==> config.mk <==
export PLATFORM = sky130hd
export DESIGN_NAME = gate_truth_table_scanner_flat
export DESIGN_NICKNAME = d
export VERILOG_FILES = /design/src/rtl/gate_truth_table_scanner_if.sv /design/src/rtl/gate_truth_table_scanner.sv /design/src/flat_wrapper.sv
export SDC_FILE = /design/constraint.sdc
export NUM_CORES = 1
export LEC_CHECK = 0
export BUFFER_PORTS_ARGS = -buffer_cell sky130_fd_sc_hd__buf_2
export CORE_UTILIZATION = 39
export CTS_BUF_LIST = sky130_fd_sc_hd__clkbuf_16
export DETAILED_ROUTE_END_ITERATION = 8
export PLACE_DENSITY_LB_ADDON = 0.08
export SETUP_SLACK_MARGIN = 0.5
export SLEW_MARGIN = 10
export SYNTH_ARGS = -nofsm -noshare
export SYNTH_HDL_FRONTEND = slang
export SYNTH_SLANG_ARGS = --single-unit
==> constraint.sdc <==
create_clock -name clk -period 1.65 [get_ports clk]
set_clock_uncertainty 0.05 [all_clocks]
set_input_delay 0.2475 -clock clk [delete_from_list [all_inputs] [get_ports clk]]
set_output_delay 0.2475 -clock clk [all_outputs]
set_load 0.005 [all_outputs]
==> src/rtl/gate_truth_table_scanner_if.sv <==
// Bundle between the board controller / gate under test and the truth-table scanner.
// slave is the scanner side; master is the environment (controller plus gate).
interface gate_truth_table_scanner_if #(
    parameter int N_INPUTS = 2
);
    localparam int TBL_W = 1 << N_INPUTS;

    logic                start;
    logic                busy;
    logic                done;
    logic [N_INPUTS-1:0] gate_in;
    logic                gate_out;
    logic [TBL_W-1:0]    truth_table;
    logic                table_valid;

    modport slave (
        input  start, gate_out,
        output busy, done, gate_in, truth_table, table_valid
    );

    modport master (
        output start, gate_out,
        input  busy, done, gate_in, truth_table, table_valid
    );
endinterface

==> src/rtl/gate_truth_table_scanner.sv <==
// Steps a combinational gate through every input vector, holds each for SETTLE_CYCLES+1
// cycles, and publishes the sampled outputs as one truth-table word.
module gate_truth_table_scanner #(
    parameter int N_INPUTS      = 2,
    parameter int SETTLE_CYCLES = 2
) (
    input  logic                         clk,
    input  logic                         rst_n,
    gate_truth_table_scanner_if.slave    bus
);
    localparam int TBL_W = 1 << N_INPUTS;
    localparam int SW    = (SETTLE_CYCLES < 1) ? 1 : $clog2(SETTLE_CYCLES + 1);
    localparam logic [SW-1:0]       SETTLE_MAX = SW'(SETTLE_CYCLES);
    localparam logic [SW-1:0]       SETTLE_ONE = SW'(1);
    localparam logic [N_INPUTS-1:0] IDX_ONE    = N_INPUTS'(1);

    typedef enum logic [1:0] {IDLE, DRIVE, DONE} state_e;

    state_e              state_q, state_d;
    logic [N_INPUTS-1:0] idx_q, idx_d;
    logic [SW-1:0]       settle_cnt_q, settle_cnt_d;
    logic [TBL_W-1:0]    shadow_q, shadow_d;
    logic [N_INPUTS-1:0] gate_in_q, gate_in_d;
    logic                busy_q, busy_d;
    logic                done_q, done_d;
    logic [TBL_W-1:0]    truth_table_q, truth_table_d;
    logic                table_valid_q, table_valid_d;

    always_comb begin
        state_d       = state_q;
        idx_d         = idx_q;
        settle_cnt_d  = settle_cnt_q;
        shadow_d      = shadow_q;
        gate_in_d     = gate_in_q;
        busy_d        = busy_q;
        done_d        = 1'b0;
        truth_table_d = truth_table_q;
        table_valid_d = table_valid_q;

        case (state_q)
            IDLE: begin
                if (bus.start) begin
                    state_d      = DRIVE;
                    busy_d       = 1'b1;
                    gate_in_d    = '0;
                    idx_d        = '0;
                    settle_cnt_d = '0;
                end
            end
            DRIVE: begin
                if (settle_cnt_q == SETTLE_MAX) begin
                    settle_cnt_d     = '0;
                    shadow_d[idx_q]  = bus.gate_out;
                    if (&idx_q) begin
                        // Publish the full shadow, including the bit captured this cycle,
                        // in one step so a partial scan is never visible.
                        state_d       = DONE;
                        busy_d        = 1'b0;
                        done_d        = 1'b1;
                        gate_in_d     = '0;
                        idx_d         = '0;
                        truth_table_d = shadow_d;
                        table_valid_d = 1'b1;
                    end else begin
                        idx_d     = idx_q + IDX_ONE;
                        gate_in_d = idx_q + IDX_ONE;
                    end
                end else begin
                    settle_cnt_d = settle_cnt_q + SETTLE_ONE;
                end
            end
            DONE: begin
                state_d = IDLE;
            end
            default: begin
                state_d   = IDLE;
                busy_d    = 1'b0;
                gate_in_d = '0;
            end
        endcase
    end

    always_ff @(posedge clk or negedge rst_n) begin
        if (!rst_n) begin
            state_q       <= IDLE;
            idx_q         <= '0;
            settle_cnt_q  <= '0;
            shadow_q      <= '0;
            gate_in_q     <= '0;
            busy_q        <= 1'b0;
            done_q        <= 1'b0;
            truth_table_q <= '0;
            table_valid_q <= 1'b0;
        end else begin
            state_q       <= state_d;
            idx_q         <= idx_d;
            settle_cnt_q  <= settle_cnt_d;
            shadow_q      <= shadow_d;
            gate_in_q     <= gate_in_d;
            busy_q        <= busy_d;
            done_q        <= done_d;
            truth_table_q <= truth_table_d;
            table_valid_q <= table_valid_d;
        end
    end

    assign bus.gate_in     = gate_in_q;
    assign bus.busy        = busy_q;
    assign bus.done        = done_q;
    assign bus.truth_table = truth_table_q;
    assign bus.table_valid = table_valid_q;
endmodule

==> src/flat_wrapper.sv <==
// flat-port wrapper written by rule: the top's interface ports become plain ports
module gate_truth_table_scanner_flat 
#(
    parameter int N_INPUTS      = 2,
    parameter int SETTLE_CYCLES = 2
)
  (clk, rst_n, bus_start, bus_gate_out, bus_busy, bus_done, bus_gate_in, bus_truth_table, bus_table_valid);
  gate_truth_table_scanner_if #(.N_INPUTS(N_INPUTS)) bus_i ();
  input  logic clk;
  input  logic rst_n;
  input wire logic [$bits(bus_i.start)-1:0] bus_start;
  input wire logic [$bits(bus_i.gate_out)-1:0] bus_gate_out;
  output wire logic [$bits(bus_i.busy)-1:0] bus_busy;
  output wire logic [$bits(bus_i.done)-1:0] bus_done;
  output wire logic [$bits(bus_i.gate_in)-1:0] bus_gate_in;
  output wire logic [$bits(bus_i.truth_table)-1:0] bus_truth_table;
  output wire logic [$bits(bus_i.table_valid)-1:0] bus_table_valid;
  assign bus_i.start = bus_start;
  assign bus_i.gate_out = bus_gate_out;
  assign bus_busy = bus_i.busy;
  assign bus_done = bus_i.done;
  assign bus_gate_in = bus_i.gate_in;
  assign bus_truth_table = bus_i.truth_table;
  assign bus_table_valid = bus_i.table_valid;
  gate_truth_table_scanner #(.N_INPUTS(N_INPUTS), .SETTLE_CYCLES(SETTLE_CYCLES)) u_core (.clk(clk), .rst_n(rst_n), .bus(bus_i));
endmodule
==> impl_metrics.json, run 1 <==
{
  "wl_met2_um": 941,
  "cts_tree": "built",
  "ant_nets": 0,
  "htreeDepth": 1,
  "finalCritPeriodShare": 0.881,
  "fmax_ghz": 0.688,
  "final_common_cell": "dfrtp_1",
  "n_antenna_cell": 0,
  "hold_viol": 0,
  "cp.arrival_ns": 1.53,
  "worstMarginPinSlew_ns": 0.414,
  "grt_usage": 0.176,
  "grt_pass1_vias": 661,
  "n_fill_cell": 152,
  "ys_ff_latch": 18,
  "dp.cells": 105,
  "grt_max_degree": 19,
  "synth_area_um2": 857,
  "route.detailed.drc": 0,
  "ir_worst_vdd_uv": 1070,
  "routedWlPerCell_um": 14.9,
  "hold_path_class": "primary input to register",
  "routed_wl_um": 1900,
  "die_w_um": 48.9,
  "coreArea_um2": 2020,
  "final_cell_mix": "dfrtp_1 (13), buf_2 (12), buf_4 (10)",
  "dp_slack_ns": 0.0514,
  "cap_viol_max_count": 0,
  "drt-initial-drc-count": 4,
  "grt_first_pass_wirelength_um": 3220,
  "clk_path_buf_depth": 2,
  "syn_area_per_cell_um2": 12.8,
  "port_buffers": 12,
  "setup_viol": 0,
  "multi_input_area_um2": 512,
  "synth_top_family_by_area": "multiplexers",
  "cp-start-kind": "register",
  "cp-end-kind": "register",
  "cp.required_ns": 1.73,
  "syn2layout_area_growth_pct": 57.8,
  "hold_ws_ns": 0.283,
  "r2r_slack_ns": 0.20,
  "period_minus_slack_ns": 1.45,
  "path_class": "register to register",
  "fin_nets": 110,
  "vias_per_cell": 5.02,
  "insertion_delay_ns": 0.24,
  "slew_headroom": 0.724,
  "grt-ovfl-total": 0,
  "dieHeight_um": 48.9,
  "seq_area_um2": 457,
  "layout.cells.non_filler": 128,
  "pin_count": 13,
  "status": "complete, no violations",
  "synthAdderAreaFrac": 0.0584,
  "syn_nets": 75,
  "initial_utilization": 0.424,
  "clock_sinks": 18,
  "synth-xor-area-share": 0,
  "top_layer": "met3",
  "yosys_warnings": 0,
  "path_clk_slew_ns": 0.05,
  "p_per_area_nw_per_um2": 1880,
  "synth_mux_area_frac": 0.145,
  "route.layer.met1.wl_um": 920,
  "total_power_mw": 2.55,
  "gp_congestion": 0.706,
  "vias": 643,
  "wl_met3_um": 40,
  "cts_buffers": 3,
  "dr.pass1.iters": 4,
  "worstPathMaxFanout": 4,
  "synthCells": 67,
  "p_leak_nw": 0.639,
  "final_max_slew_viol_count": 0,
  "rsz0062_at_grt": "yes",
  "synth_simple_gate_area_frac": 0.140,
  "num_rows": 16,
  "antenna_found_initial": 0,
  "setup_ws_ns": 0.196,
  "tns_ns": 0,
  "dieArea_um2": 2390,
  "root_buffer": "clkbuf_16",
  "yosysSeqAreaShare": 0.526,
  "synth_cell_type_count": 26,
  "drive_gt1_frac": 0.693,
  "dp_hpwl_um": 1050,
  "synth_compound_area_frac": 0.0964
}
-- flip-flops by register name (all words and copies together) (netlist names) --
name / cells
u_core.shadow_q: 3
u_core.bus.table_valid: 1
u_core.state_q: 2
u_core.bus.busy: 1
u_core.settle_cnt_q: 2
u_core.idx_q: 2
u_core.bus.truth_table: 4
u_core.bus.gate_in: 2
u_core.bus.done: 1
-- worst paths after layout --
kind,from,endpoint,cells past startpoint
max,u_core.idx_q[1]$_DFFE_PN0P_,u_core.bus.truth_table[2]$_DFFE_PN0P_,4
min,bus_gate_out,u_core.shadow_q[0]$_DFFE_PN0P_,2
max reg2reg,u_core.idx_q[1]$_DFFE_PN0P_,u_core.bus.truth_table[2]$_DFFE_PN0P_,4
min reg2reg,u_core.bus.table_valid$_DFFE_PN0P_,u_core.bus.table_valid$_DFFE_PN0P_,1
max in group asynchronous,rst_n,u_core.idx_q[0]$_DFFE_PN0P_,2
min in group asynchronous,rst_n,u_core.bus.busy$_DFFE_PN0P_,2
-- cell type report --
type	instances	area share
Inverter	3	0.0120
Clock buffer	3	0.0555
Timing Repair Buffer	32	0.189
Tap cell	27	0.0250
Multi-Input combinational cell	44	0.378
Sequential cell	18	0.338
Clock inverter	1	0.00278
-- per-layer routing --
metal,vias to the layer above,track usage
li1,306,-
met2,8,0.287
met4,0,0.0294
met1,329,0.248
met5,-,0
met3,0,0.0312
-- timing repair --
item / 4_1_cts / 5_1_grt
hold endpoints to repair: 18 / 0
pin swaps: 4 / 6
endpoints found under the setup margin: 16 / 18
setup buffers: 15 / 3
resized for setup: 31 / 12
hold buffers: 1 / 0
-- synth_stat cells --
master | count | area (um^2)
a211o_1 | 1 | 8.76
a22o_1 | 4 | 35.0
a22oi_1 | 1 | 7.51
a31oi_1 | 1 | 6.26
and2b_1 | 1 | 7.51
and4bb_4 | 1 | 16.3
buf_4 | 1 | 7.51
buf_6 | 1 | 11.3
dfrtp_1 | 18 | 450
ha_1 | 4 | 50.1
inv_1 | 3 | 11.3
mux2_1 | 3 | 33.8
mux2_2 | 8 | 90.1
nand2_1 | 4 | 15.0
nand2_4 | 1 | 11.3
nand2b_1 | 2 | 12.5
nand3_1 | 1 | 5.00
nand3b_1 | 1 | 7.51
nor2_1 | 3 | 11.3
nor2b_1 | 1 | 6.26
nor3_1 | 1 | 5.00
nor3_4 | 1 | 16.3
o21ai_0 | 1 | 5.00
o21bai_1 | 1 | 7.51
o22ai_1 | 2 | 12.5
or2_2 | 1 | 6.26
-- worst max-delay path, cell delays in order (launching register included) --
cell,delay [ns]
dfrtp_2,0.45
buf_6,0.13
ha_4,0.13
mux2_2,0.32
mux2_2,0.26
-- power by group --
part | switching, mW | total (mW) | internal [mW]
Clock | 0.160 | 0.482 | 0.322
Combinational | 0.487 | 1.25 | 0.759
Sequential | 0.177 | 0.818 | 0.641
Total | 0.825 | 2.55 | 1.72
-- cells by family (layout without fill, tap and decap cells) --
| logic type | count (synthesis) | after routing |
|---|---|---|
| AO/OA/AOI/OAI | 11 | 11 |
| adder cells (fa/ha/maj) | 4 | 4 |
| multiplexers | 11 | 11 |
| AND/OR/NAND/NOR | 18 | 18 |
| buffers and inverters | 5 | 39 |
| flip-flops | 18 | 18 |
-- stage by stage --
step / area (um^2) / util
3_5_place_dp: 960 / 0.475
6_report: 1350 / 0.669
2_1_floorplan: 877 / -
4_1_cts: 1290 / 0.636
3_3_place_gp: 960 / 0.475
5_1_grt: 1350 / 0.669
No activity file was read; power rests on OpenSTA's default activity.
==> run 2: changes to the inputs <==
--- a/config.mk
+++ b/config.mk
@@ -9,9 +9,10 @@
 export CORE_UTILIZATION = 39
 export CTS_BUF_LIST = sky130_fd_sc_hd__clkbuf_16
 export DETAILED_ROUTE_END_ITERATION = 8
+export MAX_ROUTING_LAYER = met4
 export PLACE_DENSITY_LB_ADDON = 0.08
+export RECOVER_POWER = 50
 export SETUP_SLACK_MARGIN = 0.5
-export SLEW_MARGIN = 10
 export SYNTH_ARGS = -nofsm -noshare
 export SYNTH_HDL_FRONTEND = slang
 export SYNTH_SLANG_ARGS = --single-unit
==> impl_metrics.json, run 2 (synthesis results as in run 1) <==
{
  "status": "complete, no violations",
  "htreeDepth": 1,
  "dieArea_um2": 2390,
  "ir_worst_vdd_uv": 1070,
  "total_power_mw": 2.54,
  "setup_viol": 0,
  "hp-start": "bus_gate_out",
  "crit_buf_inv": 1,
  "path_clk_slew_ns": 0.05,
  "grt_first_pass_wirelength_um": 3220,
  "cp_slowest_stage_delay_ns": 0.45,
  "layout.cells.non_filler": 128,
  "largest_reg_flops": 4,
  "worstMarginPinSlew_ns": 0.416,
  "cp_top_family": "multiplexers",
  "final_area_um2": 1350,
  "vias": 647,
  "coreArea_um2": 2020,
  "dp_hpwl_um": 1050,
  "cp.arrival_ns": 1.53,
  "pin_count": 13,
  "fin_nets": 110,
  "dp_slack_ns": 0.0514,
  "clk_path_buf_depth": 2,
  "grt_usage": 0.181,
  "gp_congestion": 0.714,
  "r2r_cells": 4,
  "hold_path_class": "primary input to register",
  "r2r_slack_ns": 0.19,
  "syn2layout_area_growth_pct": 57.8,
  "hold_ws_ns": 0.292,
  "slew_headroom": 0.723,
  "final_max_slew_viol_count": 0,
  "cp_slowest_cell": "dfrtp_2",
  "insertion_delay_ns": 0.24,
  "path_class": "register to register",
  "clock_sinks": 18,
  "cp-end-kind": "register",
  "p_leak_nw": 0.639,
  "crit-reg2reg-launch": "u_core.idx_q[1]$_DFFE_PN0P_",
  "port_buffers": 12,
  "routed_wl_um": 1900,
  "p_per_area_nw_per_um2": 1880,
  "die_w_um": 48.9,
  "period_minus_slack_ns": 1.46,
  "initial_utilization": 0.424,
  "final_common_cell": "dfrtp_1",
  "cap_viol_max_count": 0,
  "cp-start-kind": "register",
  "ant_nets": 0,
  "dieHeight_um": 48.9,
  "dr.pass1.iters": 4,
  "root_buffer": "clkbuf_16",
  "num_rows": 16,
  "grt_max_degree": 19,
  "drt-initial-drc-count": 7,
  "hold_viol": 0,
  "rsz0062_at_grt": "yes",
  "cp.required_ns": 1.73,
  "post_dp_cell_area_um2": 960,
  "antenna_found_initial": 0,
  "grt_pass1_vias": 658,
  "cts_tree": "built",
  "vias_per_cell": 5.05,
  "dp.cells": 105,
  "routedWlPerCell_um": 14.9,
  "drive_gt1_frac": 0.693,
  "cts_buffers": 3,
  "route.detailed.drc": 0,
  "cpMostUsedCell": "mux2_2",
  "n_antenna_cell": 0,
  "hold_end": "u_core.shadow_q[0]$_DFFE_PN0P_",
  "setup_ws_ns": 0.194,
  "min_path_cells": 2,
  "r2r-end": "u_core.bus.truth_table[2]$_DFFE_PN0P_",
  "fin_util": 0.669,
  "grt-ovfl-total": 0,
  "finalCritPeriodShare": 0.882,
  "tns_ns": 0,
  "fmax_ghz": 0.687,
  "final_cell_mix": "dfrtp_1 (13), buf_2 (12), buf_4 (10)",
  "worstPathMaxFanout": 4,
  "crit_path_cell_trace": "buf_6, ha_4, mux2_2, mux2_2"
}
-- run 2: cell counts in the layout (fill, tap and decap cells not counted) --
Identical to the previous run, type by type.
-- run 2: how the worst max path moves through the flow --
stage / start / to / slack (ns) / cells after the start
2_1_floorplan: u_core.idx_q[0]$_DFFE_PN0P_ / u_core.bus.truth_table[3]$_DFFE_PN0P_ / 0.22 / 4
3_5_place_dp: u_core.idx_q[0]$_DFFE_PN0P_ / u_core.bus.truth_table[1]$_DFFE_PN0P_ / 0.05 / 4
6_report: u_core.idx_q[1]$_DFFE_PN0P_ / u_core.bus.truth_table[2]$_DFFE_PN0P_ / 0.19 / 4
3_3_place_gp: u_core.idx_q[0]$_DFFE_PN0P_ / u_core.bus.truth_table[0]$_DFFE_PN0P_ / 0.11 / 4
4_1_cts: u_core.idx_q[1]$_DFFE_PN0P_ / u_core.bus.truth_table[1]$_DFFE_PN0P_ / 0.23 / 4
5_1_grt: u_core.idx_q[1]$_DFFE_PN0P_ / u_core.bus.truth_table[2]$_DFFE_PN0P_ / 0.15 / 5
-- run 2: what timing repair did --
action / 4_1_cts / 5_1_grt
buffers inserted: 15 / 3
gates resized for setup: 31 / 12
hold buffers: 1 / 0
endpoints found under the setup margin: 16 / 18
hold endpoints to repair: 18 / 0
pin swaps: 4 / 6
-- run 2: where the power goes --
group          switching (mW)  internal, mW  leakage (nW)
Clock                   0.157         0.322        0.0385
Combinational           0.487         0.758         0.385
Sequential              0.177         0.641         0.216
-- run 2: cell type report --
class,count,area (um^2)
clock inverters,1,3.75
flip-flops and latches,18,457
clock buffers,3,75.1
repair buffers,32,255
inverters,3,16.3
multi-input cells,44,512
fillers,152,669
well taps,27,33.8
-- run 2: routing by layer --
layer	vias up	wire length (um)	global-route usage
met1	331	922	0.250
met4	0	8	0.0294
met3	2	31	0.0280
met5	-	0	-
met2	8	940	0.287
li1	306	-	-
